--- config.mk ---
export PLATFORM = sky130hd
export DESIGN_NAME = al_accel_bpbuf_rpt
export DESIGN_NICKNAME = d
export VERILOG_FILES = /design/src/rtl/al_accel_bpbuf_rpt_pkg.sv /design/src/rtl/al_accel_bpbuf_mem.sv /design/src/rtl/al_accel_bpbuf_rpt.sv
export SDC_FILE = /design/constraint.sdc
export NUM_CORES = 1
export LEC_CHECK = 0
export BUFFER_PORTS_ARGS = -buffer_cell sky130_fd_sc_hd__buf_2
export CORE_MARGIN = 2
export CORE_UTILIZATION = 59
export CTS_BUF_LIST = sky130_fd_sc_hd__clkbuf_8
export CTS_CLUSTER_SIZE = 30
export DETAILED_ROUTE_END_ITERATION = 8
export GPL_ROUTABILITY_DRIVEN = 0
export PLACE_DENSITY = 0.76
export SLEW_MARGIN = 0
export SYNTH_ARGS = -nofsm -noshare
export SYNTH_HDL_FRONTEND = slang
export SYNTH_SLANG_ARGS = --single-unit
--- constraint.sdc ---
create_clock -name clk -period 26.4 [get_ports clk]
set_input_delay 7.92 -clock clk [delete_from_list [all_inputs] [get_ports clk]]
set_output_delay 7.92 -clock clk [all_outputs]
set_load 0.02 [all_outputs]
--- src/rtl/al_accel_bpbuf_rpt_pkg.sv ---
// Shared encodings for the accelerator bypass/replay buffer.
// Latency: n/a (types only).
// Backpressure: n/a (types only).
package al_accel_bpbuf_rpt_pkg;

    // Buffer operating mode, latched while the buffer is empty.
    typedef enum logic {
        BPBUF_FIFO = 1'b0,
        BPBUF_RPT  = 1'b1
    } bpbuf_mode_e;

    // Replay sequencing: LOAD collects a set, PLAY streams it out.
    typedef enum logic {
        LOAD = 1'b0,
        PLAY = 1'b1
    } bpbuf_state_e;

endpackage

--- src/rtl/al_accel_bpbuf_mem.sv ---
// DEPTH x WIDTH register array, one write port, one asynchronous read port.
// Latency: write visible on the read port the cycle after the write edge.
// Backpressure: none; the caller gates the write enable.
module al_accel_bpbuf_mem #(
    parameter int WIDTH = 32,
    parameter int DEPTH = 16,
    parameter int AW    = $clog2(DEPTH)
) (
    input  logic             clk,
    input  logic             reset,
    input  logic             we,
    input  logic [AW-1:0]    waddr,
    input  logic [WIDTH-1:0] wdata,
    input  logic [AW-1:0]    raddr,
    output logic [WIDTH-1:0] rdata
);

    logic [WIDTH-1:0] mem [DEPTH];

    // Storage clears to zero so the head word reads 0 straight out of reset.
    always_ff @(posedge clk or posedge reset) begin
        if (reset) begin
            for (int i = 0; i < DEPTH; i++) begin
                mem[i] <= '0;
            end
        end else if (we) begin
            mem[waddr] <= wdata;
        end
    end

    assign rdata = mem[raddr];

endmodule

--- src/rtl/al_accel_bpbuf_rpt.sv ---
// Show-ahead FIFO / replay buffer between the load path and the PE array.
// Latency: 1 cycle load-to-head on an empty buffer; replay starts the cycle after sealing.
// Backpressure: ld_ready drops when full or playing; do_valid holds until do_ready; enb=0 freezes both.
module al_accel_bpbuf_rpt
    import al_accel_bpbuf_rpt_pkg::*;
#(
    parameter  int WIDTH = 32,
    parameter  int DEPTH = 16,
    parameter  int CNT_W = 8,
    localparam int AW    = $clog2(DEPTH)
) (
    input  logic             clk,
    input  logic             reset,
    input  logic             enb,
    input  logic             clr,
    input  logic             mode,
    input  logic [CNT_W-1:0] rpt_num,
    input  logic [WIDTH-1:0] bpbuf_di,
    input  logic             bpbuf_ld_valid,
    input  logic             bpbuf_ld_last,
    output logic             bpbuf_ld_ready,
    output logic [WIDTH-1:0] bpbuf_do,
    output logic             bpbuf_do_valid,
    input  logic             bpbuf_do_ready,
    output logic [AW:0]      bpbuf_count,
    output logic             bpbuf_full,
    output logic             bpbuf_empty,
    output logic             replay_done
);

    localparam logic [AW:0]   COUNT_MAX = (AW+1)'(DEPTH);
    localparam logic [AW-1:0] PTR_LAST  = AW'(DEPTH - 1);

    bpbuf_state_e     state_q, state_d;
    bpbuf_mode_e      mode_q, eff_mode;
    logic [AW-1:0]    wr_ptr_q, rd_ptr_q;
    logic [AW:0]      count_q, set_len_q;
    logic [CNT_W-1:0] pass_q, passes_q;
    logic             replay_done_q;
    logic             load_fire, out_fire, seal, pass_wrap, last_pass;

    function automatic logic [AW-1:0] ptr_inc(input logic [AW-1:0] p);
        return (p == PTR_LAST) ? '0 : p + 1'b1;
    endfunction

    assign bpbuf_full  = (count_q == COUNT_MAX);
    assign bpbuf_empty = (count_q == '0);
    assign bpbuf_count = count_q;
    assign replay_done = replay_done_q;

    // While empty in LOAD the live mode input governs the next load; otherwise the latched one.
    assign eff_mode  = (state_q == LOAD && bpbuf_empty) ? bpbuf_mode_e'(mode) : mode_q;
    assign pass_wrap = ({1'b0, rd_ptr_q} == set_len_q - 1'b1);
    assign last_pass = (pass_q == passes_q - 1'b1);

    // Handshake outputs, fire decode and next state from registers plus enb.
    always_comb begin
        state_d        = state_q;
        bpbuf_ld_ready = 1'b0;
        bpbuf_do_valid = 1'b0;
        load_fire      = 1'b0;
        out_fire       = 1'b0;
        seal           = 1'b0;
        case (state_q)
            LOAD: begin
                bpbuf_ld_ready = enb & ~bpbuf_full;
                bpbuf_do_valid = enb & ~bpbuf_empty & (mode_q == BPBUF_FIFO);
            end
            PLAY: bpbuf_do_valid = enb;
            default: ;
        endcase
        load_fire = enb & bpbuf_ld_valid & bpbuf_ld_ready;
        out_fire  = enb & bpbuf_do_valid & bpbuf_do_ready;
        if (state_q == LOAD && eff_mode == BPBUF_RPT && load_fire &&
            (bpbuf_ld_last || count_q == COUNT_MAX - 1'b1)) begin
            seal    = 1'b1;
            state_d = PLAY;
        end
        if (state_q == PLAY && out_fire && pass_wrap && last_pass) begin
            state_d = LOAD;
        end
        if (clr) begin
            state_d = LOAD;
        end
    end

    // FSM state register.
    always_ff @(posedge clk or posedge reset) begin
        if (reset) begin
            state_q <= LOAD;
        end else begin
            state_q <= state_d;
        end
    end

    // Pointers, occupancy, pass counting and the done pulse; pointers return to 0 whenever the buffer empties.
    always_ff @(posedge clk or posedge reset) begin
        if (reset) begin
            mode_q        <= BPBUF_FIFO;
            wr_ptr_q      <= '0;
            rd_ptr_q      <= '0;
            count_q       <= '0;
            set_len_q     <= '0;
            pass_q        <= '0;
            passes_q      <= '0;
            replay_done_q <= 1'b0;
        end else begin
            replay_done_q <= 1'b0;
            if (clr) begin
                wr_ptr_q <= '0;
                rd_ptr_q <= '0;
                count_q  <= '0;
                pass_q   <= '0;
            end else if (enb) begin
                if (state_q == LOAD) begin
                    if (bpbuf_empty) begin
                        mode_q <= eff_mode;
                    end
                    if (seal) begin
                        count_q   <= count_q + 1'b1;
                        set_len_q <= count_q + 1'b1;
                        passes_q  <= (rpt_num == '0) ? CNT_W'(1) : rpt_num;
                        pass_q    <= '0;
                        rd_ptr_q  <= '0;
                        wr_ptr_q  <= '0;
                    end else begin
                        case ({load_fire, out_fire})
                            2'b10: begin
                                count_q  <= count_q + 1'b1;
                                wr_ptr_q <= ptr_inc(wr_ptr_q);
                            end
                            2'b01: begin
                                count_q <= count_q - 1'b1;
                                if (count_q == 1) begin
                                    wr_ptr_q <= '0;
                                    rd_ptr_q <= '0;
                                end else begin
                                    rd_ptr_q <= ptr_inc(rd_ptr_q);
                                end
                            end
                            2'b11: begin
                                wr_ptr_q <= ptr_inc(wr_ptr_q);
                                rd_ptr_q <= ptr_inc(rd_ptr_q);
                            end
                            default: ;
                        endcase
                    end
                end else if (out_fire) begin
                    if (pass_wrap) begin
                        rd_ptr_q <= '0;
                        if (last_pass) begin
                            count_q       <= '0;
                            wr_ptr_q      <= '0;
                            pass_q        <= '0;
                            replay_done_q <= 1'b1;
                        end else begin
                            pass_q <= pass_q + 1'b1;
                        end
                    end else begin
                        rd_ptr_q <= ptr_inc(rd_ptr_q);
                    end
                end
            end
        end
    end

    al_accel_bpbuf_mem #(
        .WIDTH (WIDTH),
        .DEPTH (DEPTH),
        .AW    (AW)
    ) u_mem (
        .clk   (clk),
        .reset (reset),
        .we    (load_fire & ~clr),
        .waddr (wr_ptr_q),
        .wdata (bpbuf_di),
        .raddr (rd_ptr_q),
        .rdata (bpbuf_do)
    );

endmodule

**Yosys cells after proc, flatten, opt, wreduce, memory -nomap -nowiden**

Index checks and enable logic that the tools add are counted.

- Add/subtract/negate cells: 7
- Order comparisons: 3
- Equality and inequality tests: 14
- Muxes and demuxes: 54
- Bitwise logic cells: 15
- Reductions and logical operators: 24

Operators by type and width:

| cell | number |
|---|---|
| bitwise mux 512 bit | 1 |
| binary-select mux 32 bit (select 4 bit) | 1 |
| demux 32 bit (select 4 bit) | 1 |
| 2-to-1 mux 32 bit | 3 |
| 2-to-1 mux 4 bit | 17 |
| 2-to-1 mux 8 bit | 8 |
| 2-to-1 mux 5 bit | 7 |
| case mux 4 bit (2 select lines) | 2 |
| nonzero test 5 bit | 3 |
| 2-to-1 mux 1 bit | 12 |
| AND reduction 4 bit | 3 |
| greater-or-equal comparator 5 bit, second input constant | 2 |
| inverter 4 -> 5 bit | 2 |
| case mux 5 bit (2 select lines) | 1 |
| subtractor 5 x 1 -> 5 bit, second input constant | 2 |
| != test 3 x 2 -> 1 bit, second input constant | 3 |
| adder 4 x 1 -> 4 bit, second input constant | 2 |
| adder 8 x 1 -> 8 bit, second input constant | 1 |
| AND 1 bit | 8 |
| equality test 4 bit, second input constant | 2 |
| equality test 8 bit | 1 |
| logical AND 1 bit | 8 |
| zero test 8 bit | 1 |
| subtractor 8 x 1 -> 8 bit, second input constant | 1 |
| 19 further kinds | 25 |

- Register bits after elaboration: 549
- Input bits: 48
- Output and inout port bits: 42

**Longest topological paths before layout**

Gate-level depths: netlist of run 1.

- Depth in word-level cells: 14
- Mapped depth: 10
- Gate-level depth less buffers: 10

**Modules after synthesis**

From an unflattened synthesis of run 1, not the netlist that was laid out.

- Cell total of the unflattened synthesis: 1693
- Area total of the unflattened synthesis: 25520.7 um^2

Modules (own cells, without submodules):

| module | times used | cells an instance | area an instance (um^2) | seq. area each (um^2) |
|---|---|---|---|---|
| al_accel_bpbuf_mem | 1 | 1410 | 22945.8 | 12812.3 |
| al_accel_bpbuf_rpt | 1 | 283 | 2575.0 | 925.9 |

**Least setup slack after synthesis of run 1**

OpenSTA, ideal clock, no wires.

- Path type: input -> output
- Start point: input port enb
- End point: output port bpbuf_ld_ready
- Arrival time: 8.709 ns
- Path slack: 9.771 ns
- Stages: 2
- Path buffers: 1
- Path through: buf_2 nor3b_1

- Word-level cells in the longest chain between the ends: 2

RTL lines:

| what | RTL line | text |
|---|---|---|
| from (decl) | al_accel_bpbuf_rpt.sv:14 | `input logic enb,` |
| AND 1 bit | al_accel_bpbuf_rpt.sv:66 | `bpbuf_ld_ready = enb & ~bpbuf_full;` |
| 2-to-1 mux 1 bit | al_accel_bpbuf_rpt.sv:64 | `case (state_q)` |
| to (decl) | al_accel_bpbuf_rpt.sv:21 | `output logic bpbuf_ld_ready,` |

No other way between the ends.

**Worst setup path after layout of run 1**

Same ends and word-level chain as after synthesis.

==> results.md, run 1 <==
* Status: completed
* Seq/Total Area, Yosys at 54.1%
* H-Tree Depth at 3
* Netlist cell types at 64
* # Post-CTS Setup Buffers at 0
* Adder-cell share of the synthesized area at 0.641%
* Top cell type by total area after synthesis: dfrtp_1
* CTS tree: yes
* Yosys reg bits at 549
* Synth top area share at 54.1%
* Final core utilization at 66.4%
* Clock-pin slew on the worst setup and hold paths at 0.06 ns
* ANT nets after route at 0
* Slew HR at 32.0%
* Num CTS Buffers at 90
* Vias in the first global route at 15,400
* Post-cts resize count at 0
* Leak at 0.0135 uW
* Die X at 211 um
* Initial antenna violation count at 3
* Share of post-route cells with drive strength above 1 at 54.0%
* DRT iter0 DRCs at 1,017
* RSZ-0062 raised after global routing: false
* Pre-CTS setup slack at 9.83 ns
* Vias per cell at 6.29
* Die Ht at 211 um
* Top cells by area, synth: dfrtp_1, mux2_2, mux4_2
* Synthesized netlist cell count at 1,601
* Critical Path Fanout Max at 10
* CTS Hold Bufs at 0
* Slew @ Worst Pin at 1.02 ns
* PortBufs at 89
* Peak VDD IR at 48.9 uV
* Final setup TNS at 0 ns
* Max_cap viols at 0
* Min Tclk post-route at 16.62 ns
* Pwr dens at 81.6 nW/um2
* EDFF count, synth at 0
* Fin worst setup slack at 9.78 ns
* Final Hold Fails at 0
* Final setup viols at 0
* Hold Crit Class: reg -> reg
* Synth Flop Type: dfrtp_1
* Starting density of the core at 60.1%
* Asr flop ratio synth at 100%
* Post-Synth Simple-Gate Area at 2.70%
* DR vias at 14,300
* Compound-Gate Fraction of Synth Area at 1.98%
* Part of the cycle the worst path needs at 63.0%
* Max Transition Viols Final at 0
* Post-DP HPWL at 30.7 mm
* Post-Syn Nets at 1,662
* Combinational family with the most area after synthesis: multiplexers
* Mux cell area share after synthesis at 37.5%
* Largest net degree at the start of global routing at 194
* Crit path kind: in -> out
* Nets at 1,742
* Die area at 44,700 um2
* First-pass GRT wire length at 87.8 mm
* Area of the core at 42,200 um2
* DRC violations left at 0
* 1st-pass router iterations at 5
* Syn Area/Cell at 15.8 um2
* Synth top cells by count: dfrtp_1, mux2_2, mux4_2
* Critical Path RT at 18.48 ns
* Clock sinks at 549
* Most frequent cell after synthesis: dfrtp_1
* All-Layer GR Usage at 25.8%
* Xor-xnor portion of the synthesized cell area at 0.587%
* Root buffer cell: clkbuf_8
* Std-Cell Rows at 75
* Achievable Freq at 0.0602 GHz
* WP data arrival at 8.70 ns
* Clock Skew at 0.0319 ns
* # IOs at 90
* DRT Wirelength at 55.0 mm
* Yosys warns at 0
* Grt total ovfl at 0
* Syn-to-layout area delta at 10.5%
* Crit path launch type: input pin
* Cell area after synthesis at 25,400 um2
* Clock Latency Late Sink at 0.66 ns
* Post-DR wirelength/cell at 24.1 um
* Setup crit end kind: primary output
* Max Root-Sink Buffers at 3
[worst max-delay path, stage by stage]
cell and delay (ns):
buf_2 0.21, nor3b_1 0.34, buf_2 0.23
[metrics by stage]
step	power, uW	std cells	cell area (um2)	hold WS (ns)
3_5_place_dp	1580	2128	26300	0.472
2_1_floorplan	1440	1601	25400	0.452
3_3_place_gp	1560	2128	26300	0.462
6_report	2290	2281	28100	0.485
4_1_cts	2310	2280	28000	0.485
5_1_grt	2400	2281	28100	0.500
[state kept, by name (all words and copies together) (netlist names)]
name / flops
passes_q: 8
pass_q: 8
rd_ptr_q: 4
wr_ptr_q: 4
replay_done: 1
set_len_q: 5
bpbuf_count: 5
u_mem.mem: 512
mode_q: 1
state_q: 1
[layout make-up]
cell class / instances / area (um2)
diodes: 1 / 2.50
clock buffers: 116 / 1600
clock inverters: 36 / 180
fillers: 2965 / 14200
inverters: 20 / 82.6
multi-input cells: 905 / 11100
flip-flops and latches: 549 / 13800
well taps: 539 / 674
repair buffers: 115 / 653
[power breakdown]
| part | switching (uW) | total [uW] | internal, uW |
|---|---|---|---|
| Clock | 326 | 726 | 400 |
| Combinational | 269 | 548 | 279 |
| Sequential | 75.5 | 1020 | 940 |
[layer usage]
layer  vias up  GRT usage [%]  wire (um)  share of wire, %
li1       6193              -          -                 -
met1      7719           36.1      24100                44
met2       327           41.7      27000                49
met3       101           4.75       2630               4.8
met4         4           7.77       1280               2.3
met5         -              0         27             0.049
[placed cells by master (no fill, tap or decap), drive strengths merged, types with 4 or more instances in the layout]
cell / n
dfrtp: 549
mux2: 522
mux4: 160
clkbuf: 116
buf: 115
inv: 44
nand3: 29
nand2: 24
o21ai: 20
nor2: 20
ha: 13
xnor2: 12
nor3: 10
a21oi: 9
clkinv: 9
nor4: 5
xor2: 5
a211oi: 5
or2: 5
nand2b: 4
mux2i: 4
a21o: 4
and3: 4
a22o: 4
[cells by family (layout without fill, tap and decap cells)]
logic type / Yosys count / count (layout)
XOR/XNOR: 17 / 17
flip-flops: 549 / 549
multiplexers: 686 / 686
AO/OA/AOI/OAI: 69 / 69
other: 0 / 1
buffers and inverters: 147 / 287
adder cells (fa/ha/maj): 13 / 13
AND/OR/NAND/NOR: 120 / 120
[path summary, 6_finish.rpt]
check / start / to / slack (ns) / depth (start not counted)
worst max-delay path: enb / bpbuf_ld_ready / 9.78 / 3
max in group asynchronous: reset / u_mem.mem[298] / 16.55 / 4
min in group asynchronous: reset / u_mem.mem[188] / 7.41 / 2
worst min-delay path: u_mem.mem[38] / u_mem.mem[38] / 0.48 / 1
worst max register to register: bpbuf_count[0] / u_mem.mem[233] / 22.84 / 8
worst min register to register: u_mem.mem[38] / u_mem.mem[38] / 0.48 / 1
(Power assumes the default switching activity.)
==> run 2, diff against run 1 <==
==> constraint.sdc (replaced) <==
create_clock -name clk -period 15.3 [get_ports clk]
set_input_delay 4.59 -clock clk [delete_from_list [all_inputs] [get_ports clk]]
set_output_delay 4.59 -clock clk [all_outputs]
set_load 0.02 [all_outputs]
==> results.md, run 2 (synthesized netlist as in run 1, its figures left out) <==
* Status: completed
* Hold Crit Class: reg -> reg
* CP Cell Sequence: buf_2 -> nor3b_1 -> buf_2
* Pwr dens at 140 nW/um2
* Max Root-Sink Buffers at 3
* Initial antenna violation count at 2
* Clock Latency Late Sink at 0.66 ns
* Critical Path RT at 10.71 ns
* # IOs at 90
* Critical path startpoint: enb
* Std-Cell Rows at 75
* Crit-path most repeated cell: buf_2
* PortBufs at 89
* DRT iter0 DRCs at 1,066
* Clock sinks at 549
* Starting density of the core at 60.1%
* CTS tree: yes
* Largest net degree at the start of global routing at 192
* All-Layer GR Usage at 26.0%
* H-Tree Depth at 3
* Setup crit end kind: primary output
* First-pass GRT wire length at 88.0 mm
* Slew HR at 27.3%
* Achievable Freq at 0.101 GHz
* CP max stage delay at 0.27 ns
* Crit path launch type: input pin
* Die area at 44,700 um2
* Share of post-route cells with drive strength above 1 at 53.3%
* Final Hold Fails at 0
* Final setup viols at 0
* Number of flip-flops under the largest register name at 512
* Peak VDD IR at 98.0 uV
* ANT nets after route at 0
* Largest Register: u_mem.mem
* Post-cts resize count at 0
* Post-DR wirelength/cell at 24.3 um
* Die X at 211 um
* End point of the critical path: bpbuf_ld_ready
* Num CTS Buffers at 91
* Largest registers: u_mem.mem (512), pass_q (8), passes_q (8)
* Crit path kind: in -> out
* Min Tclk post-route at 9.87 ns
* CTS Hold Bufs at 0
* R2R Path Start: rd_ptr_q[0]
* Slew @ Worst Pin at 1.09 ns
* Root buffer cell: clkbuf_8
* Die Ht at 211 um
* Max Transition Viols Final at 0
* Fillcell total at 2,977
* Grt total ovfl at 0
* DRT Wirelength at 55.4 mm
* Syn-to-layout area delta at 10.4%
* Total power at 3920 uW
* 1st-pass router iterations at 5
* Nets at 1,739
* R2R Setup Slk at 11.73 ns
* Leak at 0.0135 uW
* Slowest CP cell: nor3b_1
* # Post-CTS Setup Buffers at 0
* Dpl cells at 2,124
* Clock-pin slew on the worst setup and hold paths at 0.06 ns
* Layout Cells excl Fill at 2,283
* Area of the core at 42,200 um2
* Clock Skew at 0.0310 ns
* Post-DP HPWL at 30.1 mm
* Part of the cycle the worst path needs at 64.5%
* Max_cap viols at 0
* Crit Reg-Reg Endpoint: bpbuf_count[2]
* Final setup TNS at 0 ns
* DRC violations left at 0
* Vias per cell at 6.30
* Critical Path Fanout Max at 10
* RSZ-0062 raised after global routing: false
* Vias in the first global route at 15,300
* WP data arrival at 5.28 ns
* DR vias at 14,400
* Commonest non-fill, non-tap cell in the layout: dfrtp_1
* Most frequent cells in the layout: dfrtp_1, mux2_2, mux4_2
* R2R cell count at 8
[run 2: cell types whose count changed in the layout (fill, tap and decap cells not counted)]
| cell | before | now |
|---|---|---|
| inv_1 | 43 | 56 |
| buf_4 | 25 | 18 |
| clkbuf_8 | 116 | 111 |
| buf_12 | 1 | 4 |
| clkinv_2 | 9 | 7 |
| diode_2 | 1 | 2 |
| inv_8 | 1 | 0 |
[run 2: worst min path at each step]
stage / from / to / slack (ns) / cells after the start
floorplan: u_mem.mem[37] / u_mem.mem[37] / 0.45 / 1
global placement: u_mem.mem[37] / u_mem.mem[37] / 0.47 / 1
detailed placement: u_mem.mem[37] / u_mem.mem[37] / 0.48 / 1
CTS: u_mem.mem[37] / u_mem.mem[37] / 0.49 / 1
global route: u_mem.mem[319] / u_mem.mem[319] / 0.50 / 1
finish: u_mem.mem[292] / u_mem.mem[292] / 0.49 / 1
[run 2: power by group]
part           switching [uW]  total [uW]  leakage [uW]  internal [uW]
sequential                137        1760       0.00752           1620
combinational             456         938       0.00495            482
clock                     561        1230       0.00104            666
[run 2: metrics by stage]
stage / hold slack, ns / utilization (%) / area [um2] / setup WS, ns
global placement: 0.466 / 62.2 / 26300 / 5.46
detailed placement: 0.477 / 62.2 / 26300 / 5.43
finish: 0.489 / 66.4 / 28000 / 5.43
CTS: 0.490 / 66.3 / 28000 / 5.43
global route: 0.502 / 66.3 / 28000 / 5.31
floorplan: 0.452 / - / 25400 / 3.24
[run 2: layout make-up]
cell class | instances | area, um2 | area share, %
sequential | 549 | 13800 | 49.1
multi-input combinational | 905 | 11100 | 39.7
clock buffer | 111 | 1530 | 5.45
tap | 539 | 674 | 2.41
timing repair buffer | 111 | 661 | 2.36
clock inverter | 46 | 211 | 0.755
inverter | 20 | 78.8 | 0.281
antenna | 2 | 5.00 | 0.0179
[run 2: per-layer routing]
layer  GRT usage (%)  part of all wire (%)  vias up
li1                -                     -     6194
met1            35.4                    43     7760
met2            42.6                    50      317
met3            4.81                   4.3      105
met4            9.01                   2.6        2
met5               0                 0.020        -
[run 2: worst max-delay path, delay by kind of cell]
family                 cells  cell delay, ns
buffers and inverters      2            0.42
AND/OR/NAND/NOR            1            0.27
